`src/rtl/alu_pkg.sv`:
```
// Shared definitions for the bit-serial ALU: op encodings and FSM state type.
package alu_pkg;

    localparam logic [2:0] OP_ADD  = 3'b000;
    localparam logic [2:0] OP_SUB  = 3'b001;
    localparam logic [2:0] OP_AND  = 3'b010;
    localparam logic [2:0] OP_OR   = 3'b011;
    localparam logic [2:0] OP_XOR  = 3'b100;
    localparam logic [2:0] OP_NAND = 3'b101;
    localparam logic [2:0] OP_NOR  = 3'b110;
    localparam logic [2:0] OP_XNOR = 3'b111;

    typedef enum logic [1:0] {
        S_IDLE = 2'd0,
        S_RUN  = 2'd1,
        S_DONE = 2'd2
    } state_t;

endpackage

```
`src/rtl/alu_bit_cell.sv`:
```
// One-bit ALU slice, purely combinational.
// Ports: a_bit, b_bit - operand bits; cin - incoming carry; op - operation select;
//        y_bit - result bit; cout_bit - carry out (0 for logical ops).
module alu_bit_cell
    import alu_pkg::*;
(
    input  logic       a_bit,
    input  logic       b_bit,
    input  logic       cin,
    input  logic [2:0] op,
    output logic       y_bit,
    output logic       cout_bit
);

    logic b_eff;
    logic sum;
    logic carry;

    // Subtraction is a + ~b + 1; the +1 comes from the initial carry.
    assign b_eff = (op == OP_SUB) ? ~b_bit : b_bit;
    assign sum   = a_bit ^ b_eff ^ cin;
    assign carry = (a_bit & b_eff) | (cin & (a_bit ^ b_eff));

    always_comb begin
        y_bit    = 1'b0;
        cout_bit = 1'b0;
        case (op)
            OP_ADD,
            OP_SUB:  begin y_bit = sum; cout_bit = carry; end
            OP_AND:  y_bit = a_bit & b_bit;
            OP_OR:   y_bit = a_bit | b_bit;
            OP_XOR:  y_bit = a_bit ^ b_bit;
            OP_NAND: y_bit = ~(a_bit & b_bit);
            OP_NOR:  y_bit = ~(a_bit | b_bit);
            OP_XNOR: y_bit = ~(a_bit ^ b_bit);
            default: y_bit = 1'b0;
        endcase
    end

endmodule

```
`src/rtl/alu_bit_serial_seq.sv`:
```
// Bit-serial ALU: accepts a request, evaluates one bit per cycle LSB first,
// and presents the result with a valid/ready handshake.
// Ports: clk, rst (sync, active-high); in_valid/in_ready + a, b, op request;
//        out_valid/out_ready + y, cout result.
// Optional: define ALU_SEQ_ZFLAG_EN to add output z (y == 0), registered with y.
module alu_bit_serial_seq
    import alu_pkg::*;
#(
    parameter int unsigned WIDTH = 8
) (
    input  logic             clk,
    input  logic             rst,
    input  logic             in_valid,
    output logic             in_ready,
    input  logic [WIDTH-1:0] a,
    input  logic [WIDTH-1:0] b,
    input  logic [2:0]       op,
    output logic             out_valid,
    input  logic             out_ready,
    output logic [WIDTH-1:0] y,
    output logic             cout
`ifdef ALU_SEQ_ZFLAG_EN
    ,
    output logic             z
`endif
);

    localparam int unsigned CW = (WIDTH > 1) ? $clog2(WIDTH) : 1;

    state_t           state;
    logic [WIDTH-1:0] a_sh;
    logic [WIDTH-1:0] b_sh;
    logic [2:0]       op_r;
    logic [CW-1:0]    cnt;
    logic             carry;
    logic             y_bit;
    logic             cout_bit;
    logic             last;
    logic [WIDTH-1:0] y_next;

    // Operands shift right each cycle, so bit 0 is always the current bit.
    alu_bit_cell u_cell (
        .a_bit   (a_sh[0]),
        .b_bit   (b_sh[0]),
        .cin     (carry),
        .op      (op_r),
        .y_bit   (y_bit),
        .cout_bit(cout_bit)
    );

    assign last   = (cnt == CW'(WIDTH - 1));
    // Result enters at the MSB; after WIDTH shifts bit 0 has reached the LSB.
    assign y_next = {y_bit, y[WIDTH-1:1]};

    // Control FSM with datapath registers.
    always_ff @(posedge clk) begin
        if (rst) begin
            state     <= S_IDLE;
            in_ready  <= 1'b1;
            out_valid <= 1'b0;
            y         <= '0;
            cout      <= 1'b0;
            cnt       <= '0;
            carry     <= 1'b0;
            a_sh      <= '0;
            b_sh      <= '0;
            op_r      <= OP_ADD;
`ifdef ALU_SEQ_ZFLAG_EN
            z         <= 1'b0;
`endif
        end else begin
            case (state)
                S_IDLE: begin
                    if (in_valid && in_ready) begin
                        a_sh     <= a;
                        b_sh     <= b;
                        op_r     <= op;
                        carry    <= (op == OP_SUB);
                        cnt      <= '0;
                        in_ready <= 1'b0;
                        state    <= S_RUN;
                    end
                end
                S_RUN: begin
                    a_sh  <= a_sh >> 1;
                    b_sh  <= b_sh >> 1;
                    carry <= cout_bit;
                    y     <= y_next;
                    cnt   <= cnt + CW'(1);
                    if (last) begin
                        cout      <= cout_bit;
`ifdef ALU_SEQ_ZFLAG_EN
                        z         <= (y_next == '0);
`endif
                        cnt       <= '0;
                        out_valid <= 1'b1;
                        state     <= S_DONE;
                    end
                end
                S_DONE: begin
                    if (out_ready) begin
                        out_valid <= 1'b0;
                        in_ready  <= 1'b1;
                        state     <= S_IDLE;
                    end
                end
                default: begin
                    out_valid <= 1'b0;
                    in_ready  <= 1'b1;
                    state     <= S_IDLE;
                end
            endcase
        end
    end

endmodule

```
`config.mk`:
```
export PLATFORM = sky130hd
export DESIGN_NAME = alu_bit_serial_seq
export DESIGN_NICKNAME = d
export VERILOG_FILES = /design/src/rtl/alu_pkg.sv /design/src/rtl/alu_bit_cell.sv /design/src/rtl/alu_bit_serial_seq.sv
export SDC_FILE = /design/constraint.sdc
export NUM_CORES = 1
export LEC_CHECK = 0
export BUFFER_PORTS_ARGS = -buffer_cell sky130_fd_sc_hd__buf_2
export CORE_MARGIN = 3
export CORE_UTILIZATION = 45
export DETAILED_ROUTE_END_ITERATION = 8
export GPL_TIMING_DRIVEN = 0
export PLACE_DENSITY = 0.68
export SETUP_SLACK_MARGIN = 0.15
export SLEW_MARGIN = 20
export SYNTH_ARGS = -nofsm -noshare
export SYNTH_HDL_FRONTEND = slang
export SYNTH_SLANG_ARGS = --single-unit
export TNS_END_PERCENT = 10
```
`constraint.sdc`:
```
create_clock -name clk -period 2.2 [get_ports clk]
set_input_delay 0.22 -clock clk [delete_from_list [all_inputs] [get_ports clk]]
set_output_delay 0.22 -clock clk [all_outputs]
set_load 0.02 [all_outputs]
```
== Word level (Yosys, flattened, before mapping) ==
Cells that the tools add are included.
Word-level totals
  bits in registers: 36
  bits of input ports: 23
  output and inout bits: 11
Cells by class
  add/subtract/negate cells: 1
  equality and inequality tests: 14
  mux-type cells: 22
  bitwise gates (word level): 14
  reduce and logical (&&, ||, !) cells: 11
Operator list (count)
  $pmux 8 s2: 2
  $mux 8: 2
  $eq 3x3->1 const B: 5
  $reduce_and 3->1: 3
  $mux 1: 7
  $pmux 1 s7: 1
  $eq 3x1->1 const B: 2
  $eq 3x2->1 const B: 2
  $mux 2: 3
  $mux 3: 2
  $ne 2x2->1 const B: 3
  $not 1->1: 6
  $pmux 1 s3: 2
  $pmux 2 s3: 1
  $pmux 3 s2: 1
  $reduce_and 2->1: 3
  $add 3x1->3 const B: 1
  $and 1x1->1: 3
  $logic_not 3->1: 1
  $xor 1x1->1: 3
  $eq 2x1->1 const B: 1
  $eq 2x2->1 const B: 1
  $logic_not 2->1: 1
  $or 1x1->1: 2
  4 further kinds: 4

== Logic depth before layout (Yosys ltp) ==
  depth in word-level cells: 7
  mapped depth: 7
  depth with buffers taken out: 7

== Cells and area by module ==
From an unflattened synthesis, not the netlist that was laid out.
Second synthesis, totals
  cell total of the unflattened synthesis: 185
  area total of the unflattened synthesis: 1740.4 um^2
Modules (own cells, without submodules)
  alu_bit_serial_seq: times used 1, cells each 170, area an instance 1609.0 um^2, sequential area each 720.7 um^2
  alu_bit_cell: times used 1, cells each 15, area an instance 131.4 um^2, sequential area each 0.0 um^2

== Least setup slack after synthesis ==
No wires, ideal clock.
  path type: reg-to-reg
  start point: register op_r[2]
  end point: register y[7]
  library setup time: 0.081 ns
  data arrival time: 1.601 ns
  required time: 2.119 ns
  path slack: 0.518 ns
  stages on the path, launching flop included: 8
  buffers on the path: 0
  period minus slack after synthesis: 1.682 ns
  cells stage by stage: dfxtp_1 > nor2_1 > nand2_1 > xnor2_1 > fa_1 > nor2_1 > a311o_1 > a41oi_1
Between the ends
  word-level cells in the longest chain between the ends: 5
  elaborated cells between the ends (all ways): 13
  classes of those cells: eq/ne (7); mux (2); bitwise (2); reduce/logical (2)
RTL lines
  start, declared: line alu_bit_serial_seq.sv:33  | logic [2:0] op_r;
  start signal, assigned: line alu_bit_serial_seq.sv:77  | op_r <= op;
  $eq 3x1->1: line alu_bit_cell.sv:20, alu_bit_cell.sv:27
  $mux 1: line alu_bit_cell.sv:20  | assign b_eff = (op == OP_SUB) ? ~b_bit : b_bit;
  $xor 1x1->1 (2 in series): line alu_bit_cell.sv:21  | assign sum = a_bit ^ b_eff ^ cin;
  $pmux 1 s7 (*): line alu_bit_cell.sv:27  | case (op)
  end signal, assigned: line alu_bit_serial_seq.sv:88  | y <= y_next;
  end, declared: line alu_bit_serial_seq.sv:20  | output logic [WIDTH-1:0] y,
Every way passes the cells marked *; elsewhere a longest branch is shown, timed or not.
A chain may end at the register's enable or synchronous reset.

== Worst setup path in the final report ==
Same ends and word-level chain as after synthesis.

==> metrics.yaml <==
clkLatencyLatePin_ps: 340
antenna_cells: 0
synth_nets: 229
htree_levels: 2
period_minus_slack_ps: 1850
tightest_slew_ps: 502
drv_slew: 0
cts_setup_buffers: 0
wirelength_mm: 3.72
wl_per_cell_um: 13.0
max_freq_ghz: 0.540
crit_required_ps: 2460
use_met3_pct: 4.08
routed_via_density: 5.35
holdPathEnd: "op_r[0]$_SDFFE_PP0P_"
power_frac_comb_pct: 18.6
grt_first_pass_wirelength_mm: 6.18
r2r-start: "op_r[2]$_SDFFE_PP0P_"
gr-usage-all-layers_pct: 18.6
synthDistinctLibCells: 30
drive_gt1_share_pct: 19.2
seq_area_frac_synth_pct: 43.9
reg2reg_setup_slack_ps: 350
r2r-end: "y[7]$_SDFFE_PP0P_"
use_met2_pct: 27.0
holdCritStartpoint: "op[0]"
hold_path.class: "in -> reg"
pre_cts_slack_ps: 420
critical_path.startpoint_type: "register"
hold_viol: 0
finalCritPeriodShare_pct: 84.2
clkTransAtPathRegs_ps: 100
rsz0062_at_grt: "false"
drc_errors: 0
avgSynthCellArea_um2: 8.16
synth_warnings: 0
regArea_um2: 721
rr_worst_depth: 7
p_clk_share_pct: 28.4
cap_violations: 0
critPathArrivalTime_ps: 2110
io-pin-count: 34
intPower_uw: 992
cts_buffer_depth: 2
dieArea_um2: 4410
clock-sinks: 36
dp_hpwl_mm: 2.66
ys_seq_elements: 36
postSynthCellCount: 201
fin_tns_setup_ps: 0
grt_pass1_vias: 1305
p_leak_nw: 0.760
maxSlewHeadroom_pct: 66.5
gp_congestion: 0.755
coreArea_um2: 3420
top_usage_layer: "met2"
row_count: 21
dpl.cell_count: 279
power.share.sequential_pct: 53.0
firstDrtPassIters: 4
overflow: 0
area_growth_pct: 17.2
cts_tree: "yes"
initial_utilization_pct: 48.0
grt_max_degree: 11
postCtsHoldBufs: 0
die_y_um: 66.4
crit_type: "reg -> reg"
drt_iter0_markers: 49
fin_nets: 268
power.density_nw_per_um2: 724
cp-end-kind: "register"
fin_skew_ps: 12.3
ant_nets: 0
setup_viol: 0
grtUsageMet1_pct: 26.2
ir_drop_uv: 445
syn_area_um2: 1640
grt_antenna_before_repair: 0
die_width_um: 66.4
outcome: "finished, final reports clean"
multi_input_area_um2: 832
io_buffers: 32
p_total_mw: 1.39
min_path_cells: 3
instances_no_fill: 286
cts_resized: 0
cts_buffers: 5
final.setup.worst_slack_ps: 347
cts_root_buffer: "clkbuf_4"
crit_path_max_fanout: 7
num_vias: 1531
nFillCells: 347
p_switching_uw: 401
switching_share_pct: 28.8
state kept, by name, summed over array words and instances (netlist names):
register,flops
a_sh,8
b_sh,8
carry,1
cnt,3
cout,1
in_ready,1
op_r,3
out_valid,1
state,2
y,8
critical path: stages (launching register included):
cell	delay (ps)
dfxtp_1	390
nor2_1	120
nand2_1	70
xnor2_1	140
fa_1	510
nor2_1	50
a311o_1	320
a41oi_1	170
metrics by stage:
stage / utilization [%] / area, µm² / hold WS (ps)
2_1_floorplan: - / 1640 / 356
3_3_place_gp: 54.4 / 1860 / 443
3_5_place_dp: 54.4 / 1860 / 447
4_1_cts: 56.3 / 1920 / 115
5_1_grt: 56.3 / 1920 / 115
6_report: 56.3 / 1920 / 123
area by class of cell:
cell class / instances / share of cell area, %
Multi-Input combinational cell: 146 / 43.3
Timing Repair Buffer: 32 / 8.33
Sequential cell: 36 / 37.5
Inverter: 4 / 0.781
Buffer: 15 / 3.77
Tap cell: 46 / 2.99
Clock buffer: 7 / 3.38
layout by cell type, fill, tap and decap left out, drive strengths merged, types with 3 or more instances in the layout:
master	count
nand2	58
dfxtp	36
a21oi	35
buf	35
clkbuf	19
a311oi	15
o21ai	5
inv	4
nor2	4
nand2b	4
ha	4
nand3	3
Yosys cell counts (all sizes together):
master | number | share of area (%)
o2111ai | 2 | 1.1
nor2b | 2 | 1.2
buf | 3 | 1.7
dfxtp | 36 | 44
or3 | 1 | 0.38
nand3b | 1 | 0.46
o21bai | 2 | 0.92
nand2 | 58 | 13
a41oi | 1 | 0.53
or4b | 1 | 0.84
a21o | 1 | 0.46
nor3 | 1 | 0.30
nand2b | 4 | 1.5
nand4bb | 1 | 0.69
fa | 1 | 1.2
nand3 | 3 | 0.92
and4bb | 1 | 0.76
clkbuf | 12 | 2.7
nor2 | 4 | 0.92
nor3b | 1 | 0.46
a311o | 1 | 0.61
ha | 4 | 3.1
a311oi | 15 | 8.4
o21ai | 5 | 1.5
xnor2 | 1 | 0.53
inv | 4 | 0.92
a21oi | 35 | 11
power by group through the flow:
stage / combinational [mW] / clock (mW) / sequential, mW
finish: 0.259 / 0.396 / 0.737
global route: 0.295 / 0.433 / 0.745
CTS: 0.260 / 0.399 / 0.736
detailed placement: 0.256 / 0 / 0.751
global placement: 0.254 / 0 / 0.751
floorplan: 0.182 / 0 / 0.748
logic make-up (layout without fill, tap and decap cells):
group,after synthesis,in the layout,synth area share (%)
xor gates and xnor gates,1,1,0.534
AOI/OAI and AO/OA,62,62,24.2
adders and majority gates,5,5,4.27
DFF,36,36,43.9
buffers and inverters,19,58,5.34
and+or+nand+nor,78,78,21.7
routing by layer:
layer	share of wire (%)	wire (µm)	vias to the layer above
met5	0	0	-
met4	1.4	51	0
met1	49	1830	709
met3	5.0	187	5
met2	44	1650	35
li1	-	-	782
how the worst max path moves through the flow:
stage | cells past startpoint | startpoint | slack, ps | endpoint
2_1_floorplan | 7 | op_r[2]$_SDFFE_PP0P_ | 520 | y[7]$_SDFFE_PP0P_
3_3_place_gp | 7 | op_r[2]$_SDFFE_PP0P_ | 400 | y[7]$_SDFFE_PP0P_
3_5_place_dp | 7 | op_r[2]$_SDFFE_PP0P_ | 420 | y[7]$_SDFFE_PP0P_
4_1_cts | 7 | op_r[2]$_SDFFE_PP0P_ | 350 | y[7]$_SDFFE_PP0P_
5_1_grt | 7 | op_r[2]$_SDFFE_PP0P_ | 240 | y[7]$_SDFFE_PP0P_
6_report | 7 | op_r[2]$_SDFFE_PP0P_ | 350 | y[7]$_SDFFE_PP0P_
No activity file was read; power rests on OpenSTA's default activity.
